### src/rtl/knap_pkg.sv
// Shared definitions for the brute-force knapsack sequencer: sizes,
// per-instance item coefficient tables and the controller state type.
package knap_pkg;

    localparam int N_ITEMS = 8;
    localparam int W       = 8;

    // Sum width that can hold N items of the largest W-bit coefficient without wrapping.
    function automatic int sum_width(input int n_items, input int coef_w);
        return coef_w + $clog2(n_items) + 1;
    endfunction

    localparam int SW = sum_width(N_ITEMS, W);

    // Index 0 is item A, index 7 is item H.
    localparam logic [W-1:0] ITEM_VALUE [N_ITEMS] =
        '{8'd4, 8'd8, 8'd0, 8'd20, 8'd10, 8'd12, 8'd18, 8'd14};
    localparam logic [W-1:0] ITEM_WEIGHT [N_ITEMS] =
        '{8'd28, 8'd8, 8'd27, 8'd18, 8'd27, 8'd28, 8'd6, 8'd1};
    localparam logic [W-1:0] ITEM_VOLUME [N_ITEMS] =
        '{8'd27, 8'd27, 8'd4, 8'd4, 8'd0, 8'd24, 8'd4, 8'd20};

    typedef enum logic [1:0] {
        ST_IDLE  = 2'd0,
        ST_RUN   = 2'd1,
        ST_DRAIN = 2'd2,
        ST_DONE  = 2'd3
    } state_t;

endpackage

### src/rtl/knap_eval.sv
// Combinational evaluator: masked sums of the item value, weight and volume
// tables for one subset vector. Holds no state; the controller registers the result.
module knap_eval
    import knap_pkg::*;
(
    input  logic [N_ITEMS-1:0] sel,
    output logic [SW-1:0]      sum_v,
    output logic [SW-1:0]      sum_w,
    output logic [SW-1:0]      sum_vol
);

    // Add each selected item's coefficients into the three running sums.
    always_comb begin
        sum_v   = {SW{1'b0}};
        sum_w   = {SW{1'b0}};
        sum_vol = {SW{1'b0}};
        for (int i = 0; i < N_ITEMS; i++) begin
            if (sel[i]) begin
                sum_v   = sum_v   + {{(SW-W){1'b0}}, ITEM_VALUE[i]};
                sum_w   = sum_w   + {{(SW-W){1'b0}}, ITEM_WEIGHT[i]};
                sum_vol = sum_vol + {{(SW-W){1'b0}}, ITEM_VOLUME[i]};
            end else begin
                sum_v   = sum_v;
                sum_w   = sum_w;
                sum_vol = sum_vol;
            end
        end
    end

endmodule

### src/rtl/knap_enum_ctrl.sv
// Brute-force knapsack sequencer: enumerates every subset, evaluates it in a
// registered stage, qualifies it against latched limits and keeps the best one.
module knap_enum_ctrl
    import knap_pkg::*;
(
    input  logic               clk,
    input  logic               rst,
    input  logic               start,
    input  logic               abort,
    input  logic [W-1:0]       min_value,
    input  logic [W-1:0]       max_weight,
    input  logic [W-1:0]       max_volume,
    output logic               busy,
    output logic               done,
    output logic               found,
    output logic [N_ITEMS-1:0] best_sel,
    output logic [SW-1:0]      best_value,
    output logic [N_ITEMS:0]   valid_count
);

    state_t               state_r;
    logic [N_ITEMS-1:0]   cand_r;
    logic                 drain_cnt_r;
    logic [W-1:0]         min_value_r;
    logic [W-1:0]         max_weight_r;
    logic [W-1:0]         max_volume_r;

    logic [SW-1:0]        eval_v_s;
    logic [SW-1:0]        eval_w_s;
    logic [SW-1:0]        eval_vol_s;

    logic                 e_valid_r;
    logic [N_ITEMS-1:0]   e_cand_r;
    logic [SW-1:0]        e_sum_v_r;
    logic [SW-1:0]        e_sum_w_r;
    logic [SW-1:0]        e_sum_vol_r;

    logic                 run_any_r;
    logic [N_ITEMS-1:0]   run_sel_r;
    logic [SW-1:0]        run_val_r;
    logic [N_ITEMS:0]     run_cnt_r;

    logic                 ok_s;
    logic                 run_any_s;
    logic [N_ITEMS-1:0]   run_sel_s;
    logic [SW-1:0]        run_val_s;
    logic [N_ITEMS:0]     run_cnt_s;

    logic                 busy_r;
    logic                 done_r;
    logic                 found_r;
    logic [N_ITEMS-1:0]   best_sel_r;
    logic [SW-1:0]        best_value_r;
    logic [N_ITEMS:0]     valid_count_r;

    knap_eval u_eval (
        .sel     (cand_r),
        .sum_v   (eval_v_s),
        .sum_w   (eval_w_s),
        .sum_vol (eval_vol_s)
    );

    // Stage E: register the sums of the candidate issued this cycle.
    always_ff @(posedge clk) begin
        if (rst) begin
            e_valid_r   <= 1'b0;
            e_cand_r    <= {N_ITEMS{1'b0}};
            e_sum_v_r   <= {SW{1'b0}};
            e_sum_w_r   <= {SW{1'b0}};
            e_sum_vol_r <= {SW{1'b0}};
        end else begin
            e_valid_r   <= (state_r == ST_RUN);
            e_cand_r    <= cand_r;
            e_sum_v_r   <= eval_v_s;
            e_sum_w_r   <= eval_w_s;
            e_sum_vol_r <= eval_vol_s;
        end
    end

    assign ok_s = (e_sum_v_r   >= {{(SW-W){1'b0}}, min_value_r})  &&
                  (e_sum_w_r   <= {{(SW-W){1'b0}}, max_weight_r}) &&
                  (e_sum_vol_r <= {{(SW-W){1'b0}}, max_volume_r});

    // Stage U: next running count/best; strict '>' keeps the earlier (smaller) subset on ties.
    always_comb begin
        run_any_s = run_any_r;
        run_sel_s = run_sel_r;
        run_val_s = run_val_r;
        run_cnt_s = run_cnt_r;
        if (e_valid_r && ok_s) begin
            run_cnt_s = run_cnt_r + {{N_ITEMS{1'b0}}, 1'b1};
            if (!run_any_r || (e_sum_v_r > run_val_r)) begin
                run_any_s = 1'b1;
                run_sel_s = e_cand_r;
                run_val_s = e_sum_v_r;
            end else begin
                run_any_s = run_any_r;
            end
        end else begin
            run_cnt_s = run_cnt_r;
        end
    end

    // Sequencer FSM with running accumulators and registered result outputs.
    always_ff @(posedge clk) begin
        if (rst) begin
            state_r       <= ST_IDLE;
            cand_r        <= {N_ITEMS{1'b0}};
            drain_cnt_r   <= 1'b0;
            min_value_r   <= {W{1'b0}};
            max_weight_r  <= {W{1'b0}};
            max_volume_r  <= {W{1'b0}};
            run_any_r     <= 1'b0;
            run_sel_r     <= {N_ITEMS{1'b0}};
            run_val_r     <= {SW{1'b0}};
            run_cnt_r     <= {(N_ITEMS+1){1'b0}};
            busy_r        <= 1'b0;
            done_r        <= 1'b0;
            found_r       <= 1'b0;
            best_sel_r    <= {N_ITEMS{1'b0}};
            best_value_r  <= {SW{1'b0}};
            valid_count_r <= {(N_ITEMS+1){1'b0}};
        end else begin
            done_r <= 1'b0;
            case (state_r)
                ST_IDLE: begin
                    if (start) begin
                        min_value_r  <= min_value;
                        max_weight_r <= max_weight;
                        max_volume_r <= max_volume;
                        cand_r       <= {N_ITEMS{1'b0}};
                        run_any_r    <= 1'b0;
                        run_sel_r    <= {N_ITEMS{1'b0}};
                        run_val_r    <= {SW{1'b0}};
                        run_cnt_r    <= {(N_ITEMS+1){1'b0}};
                        busy_r       <= 1'b1;
                        state_r      <= ST_RUN;
                    end else begin
                        state_r      <= ST_IDLE;
                    end
                end
                ST_RUN: begin
                    if (abort) begin
                        busy_r  <= 1'b0;
                        state_r <= ST_IDLE;
                    end else begin
                        run_any_r <= run_any_s;
                        run_sel_r <= run_sel_s;
                        run_val_r <= run_val_s;
                        run_cnt_r <= run_cnt_s;
                        cand_r    <= cand_r + {{(N_ITEMS-1){1'b0}}, 1'b1};
                        if (cand_r == {N_ITEMS{1'b1}}) begin
                            drain_cnt_r <= 1'b0;
                            state_r     <= ST_DRAIN;
                        end else begin
                            state_r     <= ST_RUN;
                        end
                    end
                end
                ST_DRAIN: begin
                    if (abort) begin
                        busy_r  <= 1'b0;
                        state_r <= ST_IDLE;
                    end else begin
                        run_any_r <= run_any_s;
                        run_sel_r <= run_sel_s;
                        run_val_r <= run_val_s;
                        run_cnt_r <= run_cnt_s;
                        if (drain_cnt_r) begin
                            state_r     <= ST_DONE;
                        end else begin
                            drain_cnt_r <= 1'b1;
                        end
                    end
                end
                ST_DONE: begin
                    done_r        <= 1'b1;
                    busy_r        <= 1'b0;
                    found_r       <= run_any_r;
                    best_sel_r    <= run_any_r ? run_sel_r : {N_ITEMS{1'b0}};
                    best_value_r  <= run_any_r ? run_val_r : {SW{1'b0}};
                    valid_count_r <= run_cnt_r;
                    state_r       <= ST_IDLE;
                end
                default: begin
                    busy_r  <= 1'b0;
                    state_r <= ST_IDLE;
                end
            endcase
        end
    end

    assign busy        = busy_r;
    assign done        = done_r;
    assign found       = found_r;
    assign best_sel    = best_sel_r;
    assign best_value  = best_value_r;
    assign valid_count = valid_count_r;

endmodule

### config.mk
export PLATFORM = sky130hd
export DESIGN_NAME = knap_enum_ctrl
export DESIGN_NICKNAME = d
export VERILOG_FILES = /design/src/rtl/knap_pkg.sv /design/src/rtl/knap_eval.sv /design/src/rtl/knap_enum_ctrl.sv
export SDC_FILE = /design/constraint.sdc
export NUM_CORES = 1
export LEC_CHECK = 0
export ABC_AREA = 0
export CORE_MARGIN = 5
export CORE_UTILIZATION = 30
export DETAILED_ROUTE_END_ITERATION = 8
export GPL_ROUTABILITY_DRIVEN = 0
export MAX_ROUTING_LAYER = met4
export RECOVER_POWER = 50
export REMOVE_ABC_BUFFERS = 1
export SETUP_SLACK_MARGIN = 0.15
export SLEW_MARGIN = 15
export SYNTH_ARGS = -nofsm -noshare
export SYNTH_HDL_FRONTEND = slang
export SYNTH_HIERARCHICAL = 1
export SYNTH_SLANG_ARGS = --single-unit
### constraint.sdc
create_clock -name clk -period 10.7 [get_ports clk]
set_input_delay 2.14 -clock clk [delete_from_list [all_inputs] [get_ports clk]]
set_output_delay 2.14 -clock clk [all_outputs]
set_load 0.005 [all_outputs]
==> reports/qor.yml, run 1 <==
synthesis:
  syn-cell-area_um2: 7840
  synth_top_family_by_area: "simple AND/OR/NAND/NOR gates"
  synthMuxAreaShare_pct: 2.67
  synth_ff_type: "dfxtp_1"
  synthesis.instances: 918
  synth_edf_count: 0
  synthAdderAreaFrac_pct: 10.8
  synth-seq-cells: 142
  ys_seq_area_share_pct: 36.3
  synthArstFlopShare_pct: 0
  synth_simple_gate_area_share_pct: 21.3
  yosysWarnings: 6
  synthXorXnorAreaFrac_pct: 8.00
  synth.avg_cell_area_um2: 8.53
  synth_compound_area_share_pct: 14.4
  yosysUniqueCellTypes: 74
global_route:
  grt_max_degree: 94
  grt_pass1_wl_um: 29000
  antenna_found_initial: 0
  grt_pass1_vias: 6000
  grt.total_usage_pct: 12.4
  grt_overflow: 0
timing:
  setup_tns_ns: 0
  min_period_ns: 6.53
  hold_viol: 0
  rsz0062_at_grt: "no"
  max_slew_margin_pct: -160
  min_period_over_period_pct: 61.0
  worstMarginPinSlew_ns: 3.90
  setup_violations: 0
  clock-skew-final_ns: 0.0151
  maxSlewViolCount: 132
  fmax_mhz: 153
final_layout:
  area_growth_pct: 17.9
  final_net_count: 1049
  layout-drive-gt1-share_pct: 6.71
  diodes: 0
pwr:
  pwr-share-seq_pct: 44.8
  switching_share_pct: 26.8
  p_int_uw: 886
  p_clk_share_pct: 48.1
  comb_power_share_pct: 7.1
  totalPowerFinal_mw: 1.21
  power.leakage_nw: 3.53
  p_sw_uw: 325
  ir_worst_vdd_uv: 97.6
  powerDensity_nw_per_um2: 131
route:
  vias: 6177
  post_drt_wl_per_cell_um: 13.1
  drtAntennaViolNets: 0
  routed_via_density: 4.74
  drt_iter0_drc: 236
  drt_pass1_iterations: 5
  drc: 0
  wl_um: 17100
clock_network:
  cts_max_level: 4
  worstSkewPairLatency_ns: 0.43
  post_cts_buffers: 0
  clock_path_buffers: 2
  cts_resized: 0
  clock-root-buffer: "clkbuf_16"
  clk_pin_slew_worst_paths_ns: 0.06
  cts_tree: "done"
  numCtsBuffers: 17
  numClockSinks: 142
  ctsHoldBuffers: 0
place:
  dp_hpwl_um: 12300
  io_buffers: 59
worst_setup_path:
  reg2reg_depth: 16
  cp_max_fo: 93
  timing.rr.end: "e_sum_vol_r[6]$_SDFF_PP0_"
  critPathArrivalTime_ns: 6.83
  crit_path_start: "rst"
  r2r_setup_slack_ns: 6.55
  cp.required_ns: 10.99
  r2r_start: "cand_r[1]$_SDFFE_PP0P_"
  end_kind: "flop"
  crit_path_start_kind: "input port"
  path_class: "input port to flop"
worst_hold_path:
  hold_start: "max_volume_r[2]$_SDFFE_PP0P_"
  min_path_cells: 2
  hold_path.class: "flop to flop"
  min_to: "max_volume_r[2]$_SDFFE_PP0P_"
floorplanning:
  io_pins: 60
  dieArea_um2: 29400
  core_um2: 25900
  die_width_um: 172
  fp-row-count: 59
  die_h_um: 172
  start_util_pct: 30.2
run_status:
  outcome: "finished with violations"
  violations: "capacitance limit, slew limit"
flow_run:
  cap_violations: 2
[synth_stat cells, drive strengths merged, types with 3 or more instances]
master  count  area share [%]
a211oi      3            0.35
and3        4            0.32
o21ai      40             2.6
fa          3            0.77
a21oi      81             5.2
xor2       29             3.2
a31o        3            0.34
nor3       14             1.1
nor3b       3            0.29
o31ai       5            0.48
xnor2      33             3.9
nand4      34             3.0
dfxtp     142              36
a31oi       4            0.32
nand2      88             4.2
nand2b     11            0.88
nand3      18             1.1
clkbuf     33             1.6
ha         63              10
buf        25             2.0
and2        7            0.59
nor2b      53             4.2
or4         3            0.29
o211ai      5            0.48
inv        58             2.8
nor4        5            0.78
a22oi      22             2.1
nor2       72             3.5
a21o        4            0.40
mux2i      17             2.3
[cell usage in the layout (no fill, tap or decap), drive strengths merged, types with 5 or more instances in the layout]
cell type and instances:
buf 6, nor2b 53, dlygate4sd3 26, nor4 5, nand4 34, o31ai 5, o211ai 5, o21ai 40
nand2 88, dfxtp 142, and2 7, inv 68, mux2i 17, clkdlybuf4s50 32, a21oi 81, nor2 72
ha 63, nand3 18, a22oi 22, nand2b 11, xnor2 33, clkinv 6, xor2 29, nor3 14
clkbuf 19, conb 11
[worst max path at each step]
stage	endpoint	slack [ns]	cells after the start
after detailed placement	run_cnt_r[7]$_SDFFE_PP0P_	6.08	9
after floorplan	e_sum_vol_r[7]$_SDFF_PP0_	6.85	14
after global routing	cand_r[1]$_SDFFE_PP0P_	3.51	5
after CTS	run_cnt_r[7]$_SDFFE_PP0P_	6.55	9
final	cand_r[2]$_SDFFE_PP0P_	4.17	4
after global placement	run_cnt_r[7]$_SDFFE_PP0P_	6.13	9
[worst max-delay path: stages]
cell	delay, ns
clkbuf_1	1.21
clkbuf_1	2.83
o21bai_1	0.52
nor2_1	0.10
[metrics by stage]
stage	instances	hold slack, ns	setup slack [ns]	cell area (um2)	util, %
floorplan	870	0.430	6.85	7590	-
global placement	1271	0.444	6.13	8650	33.4
detailed placement	1271	0.450	6.08	8650	33.4
CTS	1303	0.460	6.55	9250	35.7
global route	1303	0.480	3.51	9240	35.7
finish	1303	0.455	4.17	9240	35.7
[registers in the layout, summed over array words and instances (netlist names), 9 cells and up]
name / cells
best_value: 12
e_sum_v_r: 12
e_sum_vol_r: 12
e_sum_w_r: 12
run_cnt_r: 9
run_val_r: 12
valid_count: 9
[cell type report]
cell class	count	area, um2
clock buffers	17	425
clock inverters	15	170
fillers	2642	16700
inverters	60	225
multi-input cells	668	4520
flip-flops and latches	142	2840
well taps	335	419
repair buffers	66	633
[power by group through the flow]
stage                     registers [mW]  logic, mW  clock network, mW
after global routing               0.544     0.0969              0.622
after detailed placement           0.555     0.0863                  0
final                              0.543     0.0854              0.582
after floorplan                    0.554     0.0494                  0
after global placement             0.555     0.0854                  0
after CTS                          0.543     0.0867              0.596
[cell families after synthesis]
group / count (synthesis)
other cells: 1
xor+xnor: 65
flops: 142
buf+inv: 118
compound gates: 186
fa+ha+maj: 66
simple gates: 321
mux: 19
[routing by layer]
layer / routed length (um) / part of all wire [%] / track usage [%] / vias to the layer above
li1: - / - / - / 3201
met1: 8030 / 47 / 15.1 / 2890
met2: 8380 / 49 / 20.5 / 68
met3: 436 / 2.5 / 2.41 / 18
met4: 274 / 1.6 / 4.06 / 0
met5: 0 / 0 / - / -
(Power assumes the default switching activity.)
==> run 2: changes to the inputs <==
==> constraint.sdc (replaced) <==
create_clock -name clk -period 5.3 [get_ports clk]
set_input_delay 1.06 -clock clk [delete_from_list [all_inputs] [get_ports clk]]
set_output_delay 1.06 -clock clk [all_outputs]
set_load 0.005 [all_outputs]
==> reports/qor.yml, run 2 (same netlist as run 1, synthesis figures left out) <==
run_status:
  outcome: "finished with violations"
  violations: "capacitance limit, slew limit"
final_layout:
  diodes: 0  # unchanged
  layout_common_cells: "142 x dfxtp_1, 87 x nand2_1, 81 x a21oi_1, 71 x nor2_1, 63 x ha_1"
  area_growth_pct: 18.1
  final_net_count: 1051  # +0.19%
  layout_commonest_cell: "dfxtp_1"
  final_util_pct: 35.7  # +0.053 points
  layout-drive-gt1-share_pct: 7.01  # +0.30 points
  design_area_um2: 9250  # +0.15%
clock_network:
  ctsHoldBuffers: 0  # unchanged
  numClockSinks: 142  # unchanged
  post_cts_buffers: 0  # unchanged
  cts_max_level: 4  # unchanged
  worstSkewPairLatency_ns: 0.42  # about the same
  clk_pin_slew_worst_paths_ns: 0.07  # about the same
  clock_path_buffers: 2  # unchanged
  cts_tree: "done"
  clock-root-buffer: "clkbuf_16"
  cts_resized: 0  # unchanged
  numCtsBuffers: 17  # unchanged
worst_setup_path:
  crit_end: "cand_r[1]$_SDFFE_PP0P_"
  r2r_setup_slack_ns: 1.22  # -5.33 ns
  critPathMaxStageDelay_ns: 2.56  # -0.27 ns
  reg2reg_depth: 14  # -2
  r2r_start: "cand_r[0]$_SDFFE_PP0P_"
  crit_path_start: "rst"
  path_cells: "clkbuf_1 > nor2b_1 > nand3_1 > o21ai_0"
  cp.required_ns: 5.59  # -5.40 ns
  critPathArrivalTime_ns: 4.61  # -2.22 ns
  crit_path_start_kind: "input port"
  critPathSlowestCell: "clkbuf_1"
  cp_max_fo: 83  # -11%
  timing.rr.end: "e_sum_vol_r[7]$_SDFF_PP0_"
  path_class: "input port to flop"
  end_kind: "flop"
timing:
  worstMarginPinSlew_ns: 3.72  # -0.187 ns
  min_period_over_period_pct: 81.5
  fmax_mhz: 231
  setup_violations: 0  # unchanged
  setup_tns_ns: 0  # unchanged
  max_slew_margin_pct: -148  # +12 points
  hold_viol: 0  # unchanged
  rsz0062_at_grt: "no"
  min_period_ns: 4.32
  maxSlewViolCount: 84  # -36%
  clock-skew-final_ns: 0.0116  # -0.00351 ns
floorplanning:
  die_h_um: 172  # unchanged
  fp-row-count: 59  # unchanged
  dieArea_um2: 29400  # unchanged
  die_width_um: 172  # unchanged
  core_um2: 25900  # unchanged
  io_pins: 60  # unchanged
  start_util_pct: 30.2  # unchanged
place:
  postPlaceCellArea_um2: 8670  # +0.17%
  io_buffers: 59  # unchanged
  dp_hpwl_um: 12400  # +0.42%
flow_run:
  cap_violations: 1  # -1
route:
  wl_um: 17300  # +1.2%
  vias: 6186  # +0.15%
  drt_iter0_drc: 304  # +29%
  drtAntennaViolNets: 0  # unchanged
  drc: 0  # unchanged
  post_drt_wl_per_cell_um: 13.3  # +1.1%
  drt_pass1_iterations: 5  # unchanged
  routed_via_density: 4.74  # about the same
pwr:
  powerDensity_nw_per_um2: 266  # +100%
  ir_worst_vdd_uv: 203  # +110%
  power.leakage_nw: 3.56  # +0.89%
global_route:
  grt_pass1_vias: 5834  # -2.8%
  grt.total_usage_pct: 12.2  # -0.12 points
  grt_overflow: 0  # unchanged
  grt_pass1_wl_um: 28600  # -1.2%
  grt_max_degree: 84  # -11%
  antenna_found_initial: 0  # unchanged
worst_hold_path:
  hold_path.class: "flop to flop"
==> run 2: worst min path at each step <==
stage	from	to	slack (ns)	cells after the start
4_1_cts	min_value_r[3]$_SDFFE_PP0P_	min_value_r[3]$_SDFFE_PP0P_	0.46	2
3_5_place_dp	min_value_r[3]$_SDFFE_PP0P_	min_value_r[3]$_SDFFE_PP0P_	0.45	2
5_1_grt	min_value_r[1]$_SDFFE_PP0P_	min_value_r[1]$_SDFFE_PP0P_	0.48	2
3_3_place_gp	max_weight_r[2]$_SDFFE_PP0P_	max_weight_r[2]$_SDFFE_PP0P_	0.45	2
2_1_floorplan	max_volume_r[1]$_SDFFE_PP0P_	max_volume_r[1]$_SDFFE_PP0P_	0.43	2
6_report	min_value_r[3]$_SDFFE_PP0P_	min_value_r[3]$_SDFFE_PP0P_	0.46	2
==> run 2: metrics by stage <==
stage                     total power, mW  worst slack (ns)  instances  hold WS [ns]
final                                2.46             0.979       1305         0.456
after global routing                 2.56             0.549       1305         0.475
after CTS                            2.49              1.36       1305         0.461
after detailed placement             1.29              1.37       1273         0.451
after global placement               1.29              1.47       1273         0.446
after floorplan                      1.22              1.45        870         0.430
==> run 2: area by class of cell <==
type                    count  area (um2)
clock buffers              17         425
well taps                 335         419
repair buffers             68         652
fillers                  2572       16700
inverters                  60         225
multi-input cells         668        4520
clock inverters            15         165
flip-flops and latches    142        2840
==> run 2: per-layer routing <==
layer / GRT usage [%] / routed length [um] / up-vias
li1: - / - / 3203
met1: 15.1 / 8140 / 2854
met2: 19.6 / 8240 / 98
met3: 2.51 / 582 / 31
met4: 4.93 / 367 / 0
met5: - / 0 / -
==> run 2: worst max-delay path, delay by kind of cell <==
family	cells	cell delay [ns]
AOI/OAI and AO/OA	1	0.10
and+or+nand+nor	2	0.83
buffers and inverters	1	2.56
==> run 2: power by group <==
part	internal, mW	leakage, nW	switching [mW]
clock network	0.672	0.290	0.518
logic	0.0677	2.12	0.105
registers	1.09	1.15	0.0105
